$ cat src/rtl/bcd_sat_conv_pkg.sv
// rtl/bcd_sat_conv_pkg.sv - shared types and constants for the BCD saturating converter
//
// Purpose: FSM state encoding, double-dabble adjust constants and a helper
// that computes the displayable maximum, limited to what the binary input
// width can represent.
// Ports: none (package).

package bcd_sat_conv_pkg;

  typedef enum logic [1:0] {
    ST_IDLE = 2'd0,
    ST_OP   = 2'd1,
    ST_DONE = 2'd2
  } state_t;

  localparam logic [3:0] BCD_ADJ    = 4'd3;
  localparam logic [3:0] ADJ_THRESH = 4'd5;

  // Returns min(10^digits - 1, 2^bin_w - 1). When the decimal maximum does
  // not fit in bin_w bits the result is the all-ones input value, so a
  // "bin > max" comparison can never be true and the clamp stays inactive.
  function automatic longint unsigned bcd_max_w(input int digits, input int bin_w);
    longint unsigned m;
    longint unsigned lim;
    m = 1;
    for (int i = 0; i < digits; i++) begin
      m = m * 10;
    end
    m = m - 1;
    lim = (bin_w >= 64) ? {64{1'b1}} : ((64'd1 << bin_w) - 64'd1);
    return (m > lim) ? lim : m;
  endfunction

endpackage

$ cat src/rtl/bcd_sat_conv_if.sv
// rtl/bcd_sat_conv_if.sv - start/done and result bundle of the BCD saturating converter
//
// Purpose: groups the request (start, bin) and result (ready, done_tick,
// bcd, blank, ovf) signals.
// Modports: master drives start/bin and observes results; slave is the
// converter side.

interface bcd_sat_conv_if #(
  parameter int BIN_W  = 20,
  parameter int DIGITS = 4
);

  logic                  start;
  logic [BIN_W-1:0]      bin;
  logic                  ready;
  logic                  done_tick;
  logic [4*DIGITS-1:0]   bcd;
  logic [DIGITS-1:0]     blank;
  logic                  ovf;

  modport master (
    output start, bin,
    input  ready, done_tick, bcd, blank, ovf
  );

  modport slave (
    input  start, bin,
    output ready, done_tick, bcd, blank, ovf
  );

endinterface

$ cat src/rtl/bcd_sat_conv_dd_digit_adj.sv
// rtl/bcd_sat_conv_dd_digit_adj.sv - double-dabble per-digit "add 3 if >= 5" step
//
// Purpose: combinational pre-shift correction for one BCD digit.
// Ports: din  - current 4-bit digit
//        dout - corrected digit (din + 3 when din >= 5, else din)

module dd_digit_adj
  import bcd_sat_conv_pkg::*;
(
  input  logic [3:0] din,
  output logic [3:0] dout
);

  // Valid digits are 0..9, so din + 3 never exceeds 12 and fits in 4 bits.
  assign dout = (din >= ADJ_THRESH) ? (din + BCD_ADJ) : din;

endmodule

$ cat src/rtl/bcd_sat_conv.sv
// rtl/bcd_sat_conv.sv - sequential double-dabble binary-to-BCD converter with saturation
//
// Purpose: converts an unsigned BIN_W-bit value into DIGITS packed BCD
// digits, one shift per cycle. Values above 10^DIGITS-1 clamp to all
// nines and raise ovf. A per-digit blank mask flags leading zeros.
// Ports: clk       - system clock
//        reset     - synchronous active-high reset
//        io.start  - conversion request, honoured only while ready
//        io.bin    - binary input, sampled with start
//        io.ready  - high in IDLE
//        io.done_tick - one-cycle pulse when new results are valid
//        io.bcd / io.blank / io.ovf - registered results, held between conversions

module bcd_sat_conv
  import bcd_sat_conv_pkg::*;
#(
  parameter int BIN_W  = 20,
  parameter int DIGITS = 4
) (
  input  logic            clk,
  input  logic            reset,
  bcd_sat_conv_if.slave   io
);

  localparam int BCD_W = 4 * DIGITS;
  localparam int SR_W  = BCD_W + BIN_W;
  localparam int CNT_W = $clog2(BIN_W + 1);

  localparam logic [BIN_W-1:0]  MAX_W     = BIN_W'(bcd_max_w(DIGITS, BIN_W));
  localparam logic [CNT_W-1:0]  CNT_LOAD  = CNT_W'(BIN_W);
  localparam logic [CNT_W-1:0]  CNT_LAST  = CNT_W'(1);
  localparam logic [DIGITS-1:0] BLANK_RST = ~DIGITS'(1);

  state_t             state_q, state_d;
  logic [BCD_W-1:0]   acc_q, acc_d;
  logic [BIN_W-1:0]   val_q, val_d;
  logic [CNT_W-1:0]   cnt_q, cnt_d;
  logic               ovf_next_q, ovf_next_d;
  logic [BCD_W-1:0]   bcd_q, bcd_d;
  logic [DIGITS-1:0]  blank_q, blank_d;
  logic               ovf_q, ovf_d;

  logic [BCD_W-1:0]   acc_adj;
  logic [SR_W-1:0]    sr_shift;
  logic [BCD_W-1:0]   sh_acc;
  logic [BIN_W-1:0]   sh_val;
  logic [DIGITS-1:0]  blank_new;
  logic               zero_above;
  logic               in_ovf;

  for (genvar g = 0; g < DIGITS; g++) begin : g_adj
    dd_digit_adj u_adj (
      .din  (acc_q[4*g +: 4]),
      .dout (acc_adj[4*g +: 4])
    );
  end

  // Adjust every digit first, then shift the whole {acc, val} chain.
  assign sr_shift = {acc_adj, val_q} << 1;
  assign sh_acc   = sr_shift[SR_W-1 -: BCD_W];
  assign sh_val   = sr_shift[BIN_W-1:0];

  assign in_ovf   = (io.bin > MAX_W);

  // A digit is blanked only if it and every more significant digit are zero;
  // digit 0 always shows so a zero result still displays "0".
  always_comb begin
    blank_new  = '0;
    zero_above = 1'b1;
    for (int i = DIGITS - 1; i >= 1; i--) begin
      zero_above   = zero_above & (sh_acc[4*i +: 4] == 4'd0);
      blank_new[i] = zero_above;
    end
  end

  always_comb begin
    state_d    = state_q;
    acc_d      = acc_q;
    val_d      = val_q;
    cnt_d      = cnt_q;
    ovf_next_d = ovf_next_q;
    bcd_d      = bcd_q;
    blank_d    = blank_q;
    ovf_d      = ovf_q;

    case (state_q)
      ST_IDLE: begin
        if (io.start) begin
          val_d      = in_ovf ? MAX_W : io.bin;
          ovf_next_d = in_ovf;
          acc_d      = '0;
          cnt_d      = CNT_LOAD;
          state_d    = ST_OP;
        end
      end
      ST_OP: begin
        acc_d = sh_acc;
        val_d = sh_val;
        cnt_d = cnt_q - CNT_LAST;
        // Final shift: publish results on this edge so the outputs jump
        // straight from the previous result to the new one.
        if (cnt_q == CNT_LAST) begin
          state_d = ST_DONE;
          bcd_d   = sh_acc;
          blank_d = blank_new;
          ovf_d   = ovf_next_q;
        end
      end
      ST_DONE: begin
        state_d = ST_IDLE;
      end
      default: begin
        state_d = ST_IDLE;
      end
    endcase
  end

  always_ff @(posedge clk) begin
    if (reset) begin
      state_q    <= ST_IDLE;
      acc_q      <= '0;
      val_q      <= '0;
      cnt_q      <= '0;
      ovf_next_q <= 1'b0;
      bcd_q      <= '0;
      blank_q    <= BLANK_RST;
      ovf_q      <= 1'b0;
    end else begin
      state_q    <= state_d;
      acc_q      <= acc_d;
      val_q      <= val_d;
      cnt_q      <= cnt_d;
      ovf_next_q <= ovf_next_d;
      bcd_q      <= bcd_d;
      blank_q    <= blank_d;
      ovf_q      <= ovf_d;
    end
  end

  assign io.ready     = (state_q == ST_IDLE);
  assign io.done_tick = (state_q == ST_DONE);
  assign io.bcd       = bcd_q;
  assign io.blank     = blank_q;
  assign io.ovf       = ovf_q;

endmodule

$ cat src/flat_wrapper.sv
// flat-port wrapper written by rule: the top's interface ports become plain ports
module bcd_sat_conv_flat import bcd_sat_conv_pkg::*;
#(
  parameter int BIN_W  = 20,
  parameter int DIGITS = 4
)
  (clk, reset, io_start, io_bin, io_ready, io_done_tick, io_bcd, io_blank, io_ovf);
  bcd_sat_conv_if #(.BIN_W(BIN_W), .DIGITS(DIGITS)) io_i ();
  input  logic clk;
  input  logic reset;
  input wire logic [$bits(io_i.start)-1:0] io_start;
  input wire logic [$bits(io_i.bin)-1:0] io_bin;
  output wire logic [$bits(io_i.ready)-1:0] io_ready;
  output wire logic [$bits(io_i.done_tick)-1:0] io_done_tick;
  output wire logic [$bits(io_i.bcd)-1:0] io_bcd;
  output wire logic [$bits(io_i.blank)-1:0] io_blank;
  output wire logic [$bits(io_i.ovf)-1:0] io_ovf;
  assign io_i.start = io_start;
  assign io_i.bin = io_bin;
  assign io_ready = io_i.ready;
  assign io_done_tick = io_i.done_tick;
  assign io_bcd = io_i.bcd;
  assign io_blank = io_i.blank;
  assign io_ovf = io_i.ovf;
  bcd_sat_conv #(.BIN_W(BIN_W), .DIGITS(DIGITS)) u_core (.clk(clk), .reset(reset), .io(io_i));
endmodule
$ cat config.mk
export PLATFORM = sky130hd
export DESIGN_NAME = bcd_sat_conv_flat
export DESIGN_NICKNAME = d
export VERILOG_FILES = /design/src/rtl/bcd_sat_conv_pkg.sv /design/src/rtl/bcd_sat_conv_if.sv /design/src/rtl/bcd_sat_conv_dd_digit_adj.sv /design/src/rtl/bcd_sat_conv.sv /design/src/flat_wrapper.sv
export SDC_FILE = /design/constraint.sdc
export NUM_CORES = 1
export LEC_CHECK = 0
export CORE_UTILIZATION = 48
export CTS_CLUSTER_DIAMETER = 80
export DETAILED_ROUTE_END_ITERATION = 16
export PLACE_DENSITY = 0.75
export RECOVER_POWER = 50
export SLEW_MARGIN = 20
export SYNTH_ARGS = -nofsm -noshare
export SYNTH_HDL_FRONTEND = slang
export SYNTH_SLANG_ARGS = --single-unit
export TNS_END_PERCENT = 10
$ cat constraint.sdc
create_clock -name clk -period 1.8 [get_ports clk]
set_input_delay 0.54 -clock clk [delete_from_list [all_inputs] [get_ports clk]]
set_output_delay 0.54 -clock clk [all_outputs]
set_load 0.05 [all_outputs]
; ---- Word level (Yosys, flattened, before mapping)
; Index checks and enable logic that the tools add are counted.
[classes]
n_addsub = 5
n_mul = 0
n_div = 0
n_lt_le_gt_ge = 5
n_eq_ne = 5
n_shift = 0
muxes = 14
bitwise = 2
reduce_logical = 9
[op_table]
columns = cell, n
row1 = 20-bit 2-to-1 mux, 2
row2 = 20-bit one-hot mux with 2 select lines, 1
row3 = 16-bit one-hot mux with 2 select lines, 1
row4 = 20-bit by 14-bit greater-than comparator with 1-bit output (second input constant), 1
row5 = 4-bit by 3-bit >= comparator with 1-bit output (second input constant), 4
row6 = 16-bit 2-to-1 mux, 1
row7 = 4-bit by 2-bit adder with 4-bit output (second input constant), 3
row8 = 4-bit zero test, 3
row9 = 4-bit 2-to-1 mux, 3
row10 = 5-bit one-hot mux with 2 select lines, 1
row11 = 2-bit AND reduction, 4
row12 = 5-bit by 1-bit == test with 1-bit output (second input constant), 1
row13 = 5-bit 2-to-1 mux, 1
row14 = 5-bit by 1-bit subtractor with 5-bit output (second input constant), 1
row15 = 2-bit 2-to-1 mux, 2
row16 = 2-bit one-hot mux with 2 select lines, 1
row17 = 3-bit by 2-bit adder with 3-bit output (second input constant), 1
row18 = 3-bit 2-to-1 mux, 1
row19 = 1-bit bitwise AND, 2
row20 = 2-bit by 1-bit == test with 1-bit output (second input constant), 1
row21 = 2-bit == test (second input constant), 1
row22 = 2-bit zero test, 1
row23 = 2-bit by 1-bit != test with 1-bit output (second input constant), 1
row24 = 2-bit != test (second input constant), 1
row25 = 2-bit nonzero test, 1
[word_totals]
regBits = 64
latch_bits = 0
mem_bits_rw = 0
romBits = 0
inputBits = 23
output_inout_bits = 23
elab_cells = 48
memories = 0

; ---- Depth between registers and ports, before layout
; Gate-level depths: netlist (run 1).
[depth]
ltp_word = 5
depth_mapped = 8
ltp_nobuf = 7

; ---- By module
; From an unflattened synthesis (run 1), not the netlist that was laid out.
[unflattened]
cells_unflattened = 363
hier_area_um2 = 2929.1
[modules_own_cells]
columns = module, n_inst, cells_per_inst, area_each_um2
row1 = bcd_sat_conv, 1, 299, 2523.7
row2 = dd_digit_adj, 4, 16, 101.3

; ---- Least setup slack after synthesis (run 1)
; OpenSTA, ideal clock, no wires.
[synth_path]
path_kind = reg-to-reg
start = register u_core.state_q[0]
end = register u_core.val_q[10]
setup_time_ns = 0.134
arrival_ns = 2.084
t_required_ns = 1.666
setup_slack_ns = -0.418
stages_incl_launch_ff = 6
path_cell_list = dfxtp_1 -> nor2_1 -> nand2_1 -> a211oi_2 -> nor2b_1 -> nor4_1
[synth_between]
elab_chain_cells = 3
elab_cells_between_ends = 6
[synth_lines]
columns = item, line_no
row1 = "start, declared", bcd_sat_conv.sv:34  ; state_t state_q, state_d;
row2 = "start signal, assigned", bcd_sat_conv.sv:129  ; state_q <= state_d;
row3 = 2-bit zero test (*), -
row4 = via io_ready, flat_wrapper.sv:13  ; output wire logic [$bits(io_i.ready)-1:0] io_ready;
row5 = 2-bit != test (no source line) or 2-bit nonzero test (tied branches), -
row6 = 2-bit AND reduction (no source line), -
row7 = "end signal, assigned", bcd_sat_conv.sv:131  ; val_q <= val_d;
row8 = "end, declared", bcd_sat_conv.sv:36  ; logic [BIN_W-1:0] val_q, val_d;
; Mark *: on every way through the listed nets, which the timed path passes. The rest lies on a longest branch.
; A chain may end at the register's enable or synchronous reset.

; ---- Worst setup path in the final report (run 1)
[layout_path]
start = register u_core.cnt_q[1]
end = register u_core.blank_q[1] (netlist: u_core.io.blank[1])
[layout_between]
elab_chain_cells = 2
[layout_lines]
columns = item, line_no
row1 = "start, declared", bcd_sat_conv.sv:37  ; logic [CNT_W-1:0] cnt_q, cnt_d;
row2 = "start signal, assigned", bcd_sat_conv.sv:132  ; cnt_q <= cnt_d;
row3 = 5-bit by 1-bit == test with 1-bit output, bcd_sat_conv.sv:102  ; if (cnt_q == CNT_LAST) begin
row4 = 2-bit AND reduction (no source line), -
row5 = "end signal, assigned", bcd_sat_conv.sv:135  ; blank_q <= blank_d;
row6 = "end, declared", bcd_sat_conv.sv:40  ; logic [DIGITS-1:0] blank_q, blank_d;
; No other way between the ends.

==> flow_metrics.env, run 1 <==
export IMPL_synth_cells=356
export IMPL_ant_nets=0
export IMPL_required_ns=2.04
export IMPL_antenna_diode_count=0
export IMPL_setup_viol=15
export IMPL_final_util_pct=71.58
export IMPL_violations="negative setup slack"
export IMPL_cts_max_path_buffers=2
export IMPL_drive_gt1_share_pct=29.61
export IMPL_start_util_pct=49.73
export IMPL_p_leak_nw=1.760
export IMPL_drcViolationCount=0
export IMPL_core_um2=5921
export IMPL_final_common_cell="dfxtp_1"
export IMPL_viasPerCell=5.471
export IMPL_clkSlewWorstSetupHoldPaths_ns=0.07
export IMPL_port_buffers=44
export IMPL_crit_path_start="u_core.cnt_q[1]"
export IMPL_grt_max_degree=30
export IMPL_overflow=0
export IMPL_critPathMaxFanout=8
export IMPL_ioPinCount=46
export IMPL_drt_iter0_drc=170
export IMPL_synth_edff_count=0
export IMPL_die_w_um=80.32
export IMPL_cts_htree_levels=3
export IMPL_avgSynthCellArea_um2=8.270
export IMPL_num_vias=2905
export IMPL_synth_async_reset_ratio_pct=0
export IMPL_worstReg2RegStart="u_core.cnt_q[1]"
export IMPL_hold_violations=0
export IMPL_synth_cell_types=47
export IMPL_cap_viol_max_count=0
export IMPL_ir_drop_mv=0.6493
export IMPL_stdcell_count=531
export IMPL_wl_per_cell_um=14.49
export IMPL_layout_common_cells="dfxtp_1 (59), buf_4 (56), nor2_1 (47)"
export IMPL_finClkSkew_ns=0.007022
export IMPL_cp_start_kind="flop"
export IMPL_syn_num_nets=389
export IMPL_insertion_delay_ns=0.34
export IMPL_status="complete, but fails checks"
export IMPL_hp_class="reg -> reg"
export IMPL_ys_ff_latch=64
export IMPL_die_area_um2=6451
export IMPL_die_h_um=80.32
export IMPL_end_kind="flop"
export IMPL_relSlewSlack_pct=66.42
export IMPL_worst_slack_ns=-0.09880
export IMPL_grt_usage_pct=24.94
export IMPL_wl_mm=7.692
export IMPL_grt_pass1_vias=2818
export IMPL_cts_root_buf="clkbuf_8"
export IMPL_max_freq_ghz=0.5266
export IMPL_mappedNetlistArea_um2=2944
export IMPL_ys_flop_type="dfxtp_1"
export IMPL_dp_hpwl_mm=5.255
export IMPL_finalCritPeriodShare_pct=105.5
export IMPL_dp_cells=513
export IMPL_rsz0062_at_grt="yes"
export IMPL_arrival_ns=2.13
export IMPL_yosysSeqAreaShare_pct=43.52
export IMPL_power_density_nw_per_um2=827.7
export IMPL_fp_row_count=28
export IMPL_post_route_min_period_ns=1.899
export IMPL_drt_first_pass_iters=5
export IMPL_slew_viol_final=0
export IMPL_yosysWarnings=0
export IMPL_min_from="u_core.io.bcd[14]"
export IMPL_syn_to_final_growth_pct=43.94
export IMPL_holdBufCountCts=0
export IMPL_holdWs_ns=0.4533
export IMPL_grt_pass1_wl_mm=12.52
export IMPL_critPathKind="reg -> reg"
export IMPL_worst_slew_pin_transition_ns=0.5029
export IMPL_gp_congestion=0.7949
export IMPL_cts_buffers=9
export IMPL_antenna_found_initial=0
export IMPL_fin_nets=484
export IMPL_cts_sink_count=64
export IMPL_cts_tree="built"
## worst paths after layout
check / slack [ns] / to / cells past startpoint
max: -0.1 / u_core.io.blank[1] / 7
min: 0.45 / u_core.io.bcd[14] / 2
max reg2reg: -0.1 / u_core.io.blank[1] / 7
min reg2reg: 0.45 / u_core.io.bcd[14] / 2
## registers in the layout (all words and copies together) (netlist names)
name	cells
u_core.io.blank	3
u_core.acc_q	16
u_core.cnt_q	5
u_core.state_q	2
u_core.io.bcd	16
u_core.io.ovf	1
u_core.ovf_next_q	1
u_core.val_q	20
## cells in the mapped netlist (2+ instances only)
cell type | count | share of area, %
nor2_1 | 49 | 6.2
xnor2_1 | 4 | 1.2
ha_1 | 10 | 4.2
inv_1 | 12 | 1.5
a31oi_1 | 5 | 1.1
nand3_1 | 16 | 2.7
a21o_2 | 2 | 0.60
a22oi_1 | 11 | 2.8
o21ai_0 | 12 | 2.0
nand2b_1 | 4 | 0.85
a222oi_1 | 4 | 1.4
clkbuf_1 | 19 | 2.4
dfxtp_1 | 64 | 44
a211oi_1 | 7 | 1.8
a21oi_1 | 35 | 5.9
nor3b_1 | 5 | 1.3
mux2i_1 | 5 | 1.7
nor3_1 | 11 | 1.9
nand2_1 | 43 | 5.5
and2_1 | 2 | 0.42
or2_2 | 2 | 0.42
nor4_1 | 4 | 0.85
a21o_1 | 3 | 0.76
nor2b_1 | 4 | 0.85
## cell type report
class | instances | area (um2)
repair buffers | 107 | 890.9
inverters | 12 | 45.04
clock buffers | 11 | 151.4
multi-input cells | 257 | 1667
fillers | 434 | 1683
well taps | 75 | 93.84
flip-flops and latches | 64 | 1287
clock inverters | 5 | 102.6
## stage by stage
stage	power (W)	area, um2	worst slack (ns)	TNS, ns
detailed placement	0.001971	3913	-0.4821	-10.55
finish	0.003508	4238	-0.09880	-0.3698
floorplan	0.001759	3020	-0.03623	-0.09989
global route	0.003641	4238	-0.1629	-1.869
global placement	0.001962	3913	-0.4256	-8.240
CTS	0.003516	4222	-0.1280	-0.7317
## repair_timing
item / 4_1_cts / 5_1_grt
buffers inserted: 1 / 1
endpoints found under the setup margin: 32 / 39
pin swaps: 5 / 8
resized for setup: 13 / 19
hold endpoints to repair: 0 / 0
## per-layer routing
layer  up-vias  wire length (um)  GRT usage [%]
met4         0               131          9.464
met3        14               320          5.909
li1       1432                 -              -
met1      1388              3300          28.81
met2        71              3939          44.27
met5         -                 0              0
## power breakdown
part / internal (W) / switching (W) / total, W
sequential: 0.00146 / 0.0000276 / 0.00149
clock: 0.000993 / 0.000552 / 0.00155
combinational: 0.000210 / 0.000261 / 0.000471
total: 0.00267 / 0.000840 / 0.00351
## kinds of logic after synthesis
kind of cell	after synthesis	share of synthesized area, %
buf+inv	35	5.227
simple gates	148	23.97
mux	5	1.700
flops	64	43.52
fa+ha+maj	10	4.250
other cells	1	0.1274
compound gates	89	20.02
xor+xnor	4	1.190
## worst max-delay path, stage by stage (launching register included)
cell     delay (ns)
dfxtp_2        0.32
inv_2          0.07
ha_4           0.12
or4b_4         0.48
buf_6          0.14
or2_4          0.28
a21o_2         0.21
a31o_1         0.17
No activity file was read; power rests on OpenSTA's default activity.
==> run 2, diff against run 1 <==
- SETUP_SLACK_MARGIN: not set -> 0.3
- TNS_END_PERCENT: 10 -> 50
==> flow_metrics.env, run 2 (same netlist as run 1, synthesis figures left out) <==
export IMPL_status="complete, but fails checks"
export IMPL_violations="negative setup slack"
export IMPL_grt_pass1_wl_mm=12.63
export IMPL_cap_viol_max_count=0
export IMPL_start_util_pct=49.73
export IMPL_antenna_found_initial=0
export IMPL_slowest_stage="or4b_4"
export IMPL_worst_slack_ns=-0.1504
export IMPL_end_kind="flop"
export IMPL_slowest_delay_ns=0.50
export IMPL_ant_nets=0
export IMPL_largest_reg_flops=20
export IMPL_finalCritPeriodShare_pct=108.4
export IMPL_p_clk_share_pct=38.3
export IMPL_cts_sink_count=64
export IMPL_cts_tree="built"
export IMPL_critPathKind="reg -> reg"
export IMPL_clkSlewWorstSetupHoldPaths_ns=0.07
export IMPL_core_um2=5921
export IMPL_combPwrFrac_pct=15.7
export IMPL_post_route_min_period_ns=1.950
export IMPL_die_h_um=80.32
export IMPL_drcViolationCount=0
export IMPL_overflow=0
export IMPL_syn_to_final_growth_pct=49.64
export IMPL_antenna_diode_count=0
export IMPL_num_vias=2972
export IMPL_die_area_um2=6451
export IMPL_port_buffers=44
export IMPL_place_area_um2=3870
export IMPL_layout_common_cells="buf_4 (51), dfxtp_1 (51), nor2_1 (40)"
export IMPL_arrival_ns=2.20
export IMPL_grt_pass1_vias=2745
export IMPL_rrSetupSlack_ns=-0.15
export IMPL_power_switching_w=0.0009163
export IMPL_cp_start_kind="flop"
export IMPL_drt_iter0_drc=215
export IMPL_cts_root_buf="clkbuf_8"
export IMPL_fin_area_um2=4405
export IMPL_fin_nets=486
export IMPL_worstReg2RegStart="u_core.cnt_q[1]"
export IMPL_cts_htree_levels=3
export IMPL_place_ws_ns=-0.3152
export IMPL_fp_row_count=28
export IMPL_dp_hpwl_mm=5.148
export IMPL_power_density_nw_per_um2=735.9
export IMPL_slew_viol_final=0
export IMPL_finClkSkew_ns=0.004913
export IMPL_holdWs_ns=0.4539
export IMPL_num_fill_cells=430
export IMPL_intPower_w=0.002326
export IMPL_switching_share_pct=28.26
export IMPL_wl_mm=8.242
export IMPL_path_cells="inv_2, ha_4, or4b_4, buf_6, or2_4, a21o_2, a31o_1"
export IMPL_insertion_delay_ns=0.35
export IMPL_regMostFlops="u_core.val_q"
export IMPL_die_w_um=80.32
export IMPL_relSlewSlack_pct=66.71
export IMPL_required_ns=2.05
export IMPL_p_leak_nw=1.721
export IMPL_viasPerCell=5.576
export IMPL_min_to="u_core.io.bcd[13]"
export IMPL_max_freq_ghz=0.5127
export IMPL_ir_drop_mv=0.4643
export IMPL_power_total_w=0.003242
export IMPL_hold_depth=2
export IMPL_drt_first_pass_iters=4
export IMPL_hold_violations=0
export IMPL_ioPinCount=46
export IMPL_worst_slew_pin_transition_ns=0.4985
export IMPL_p_seq_share_pct=46.0
export IMPL_r2r_end="u_core.io.blank[1]"
export IMPL_rsz0062_at_grt="yes"
export IMPL_setup_viol=26
export IMPL_drive_gt1_share_pct=41.27
export IMPL_reg2reg_depth=7
export IMPL_holdBufCountCts=0
export IMPL_cts_max_path_buffers=2
export IMPL_wl_per_cell_um=15.46
export IMPL_cts_buffers=9
export IMPL_min_from="u_core.io.bcd[13]"
export IMPL_grt_max_degree=23
export IMPL_grt_usage_pct=26.04
export IMPL_critPathMaxFanout=7
export IMPL_gp_congestion=0.7843
export IMPL_hp_class="reg -> reg"
[run 2: cell count changes in the layout (fill, tap and decap cells not counted), moves of 6 or more]
cell,before,now
a21oi_1,35,29
buf_6,3,9
dfxtp_1,59,51
dfxtp_2,5,12
dlygate4sd2_1,0,10
dlymetal6s2s_1,9,1
nor2_1,47,40
[run 2: layer usage]
metal	wire length, um	vias up	track usage (%)
li1	-	1441	-
met2	4171	105	44.70
met5	0	-	0
met4	261	0	15.54
met3	395	23	5.000
met1	3414	1403	29.82
[run 2: power groups by stage]
stage	sequential [W]	combinational, W	clock, W
global route	0.00149	0.000544	0.00133
global placement	0.00152	0.000444	0
floorplan	0.00155	0.000219	0
detailed placement	0.00152	0.000453	0
finish	0.00149	0.000509	0.00124
CTS	0.00149	0.000492	0.00125
[run 2: worst max-delay path by stage]
| stage | start | endpoint | slack [ns] |
|---|---|---|---|
| 2_1_floorplan | u_core.cnt_q[1] | u_core.io.blank[1] | -0.04 |
| 3_3_place_gp | io_bin[7] | u_core.val_q[7] | -0.28 |
| 3_5_place_dp | io_bin[7] | u_core.val_q[4] | -0.32 |
| 4_1_cts | u_core.cnt_q[1] | u_core.io.blank[1] | -0.13 |
| 5_1_grt | u_core.cnt_q[1] | u_core.io.blank[1] | -0.18 |
| 6_report | u_core.cnt_q[1] | u_core.io.blank[1] | -0.15 |
[run 2: critical path: cells and delay by family (launching register included)]
kind                     cells  cell delay, ns
AND/OR/NAND/NOR              2            0.79
AO/OA/AOI/OAI                2            0.37
flip-flops                   1            0.33
buffers and inverters        2            0.22
adder cells (fa/ha/maj)      1            0.13
[run 2: final cells by class]
cell class	count	area [um2]	area share, %
clock buffers	9	123.9	2.812
clock inverters	7	72.57	1.647
inverters	12	47.55	1.079
multi-input cells	257	1901	43.14
flip-flops and latches	64	1300	29.51
well taps	75	93.84	2.130
repair buffers	109	867.1	19.68
[run 2: stage by stage]
stage                     utilization [%]  TNS (ns)  cells
after floorplan                         -  -0.04030    356
after global placement              65.36    -5.311    504
after global routing                74.41    -3.543    533
after detailed placement            65.36    -7.262    504
final                               74.41    -1.352    533
after CTS                           72.78    -1.101    530
[run 2: repair_timing]
action | CTS | global route
gates cloned | 0 | 1
pin swaps | 21 | 25
setup buffers | 10 | 2
resized for setup | 66 | 41
setup endpoints to repair | 57 | 58
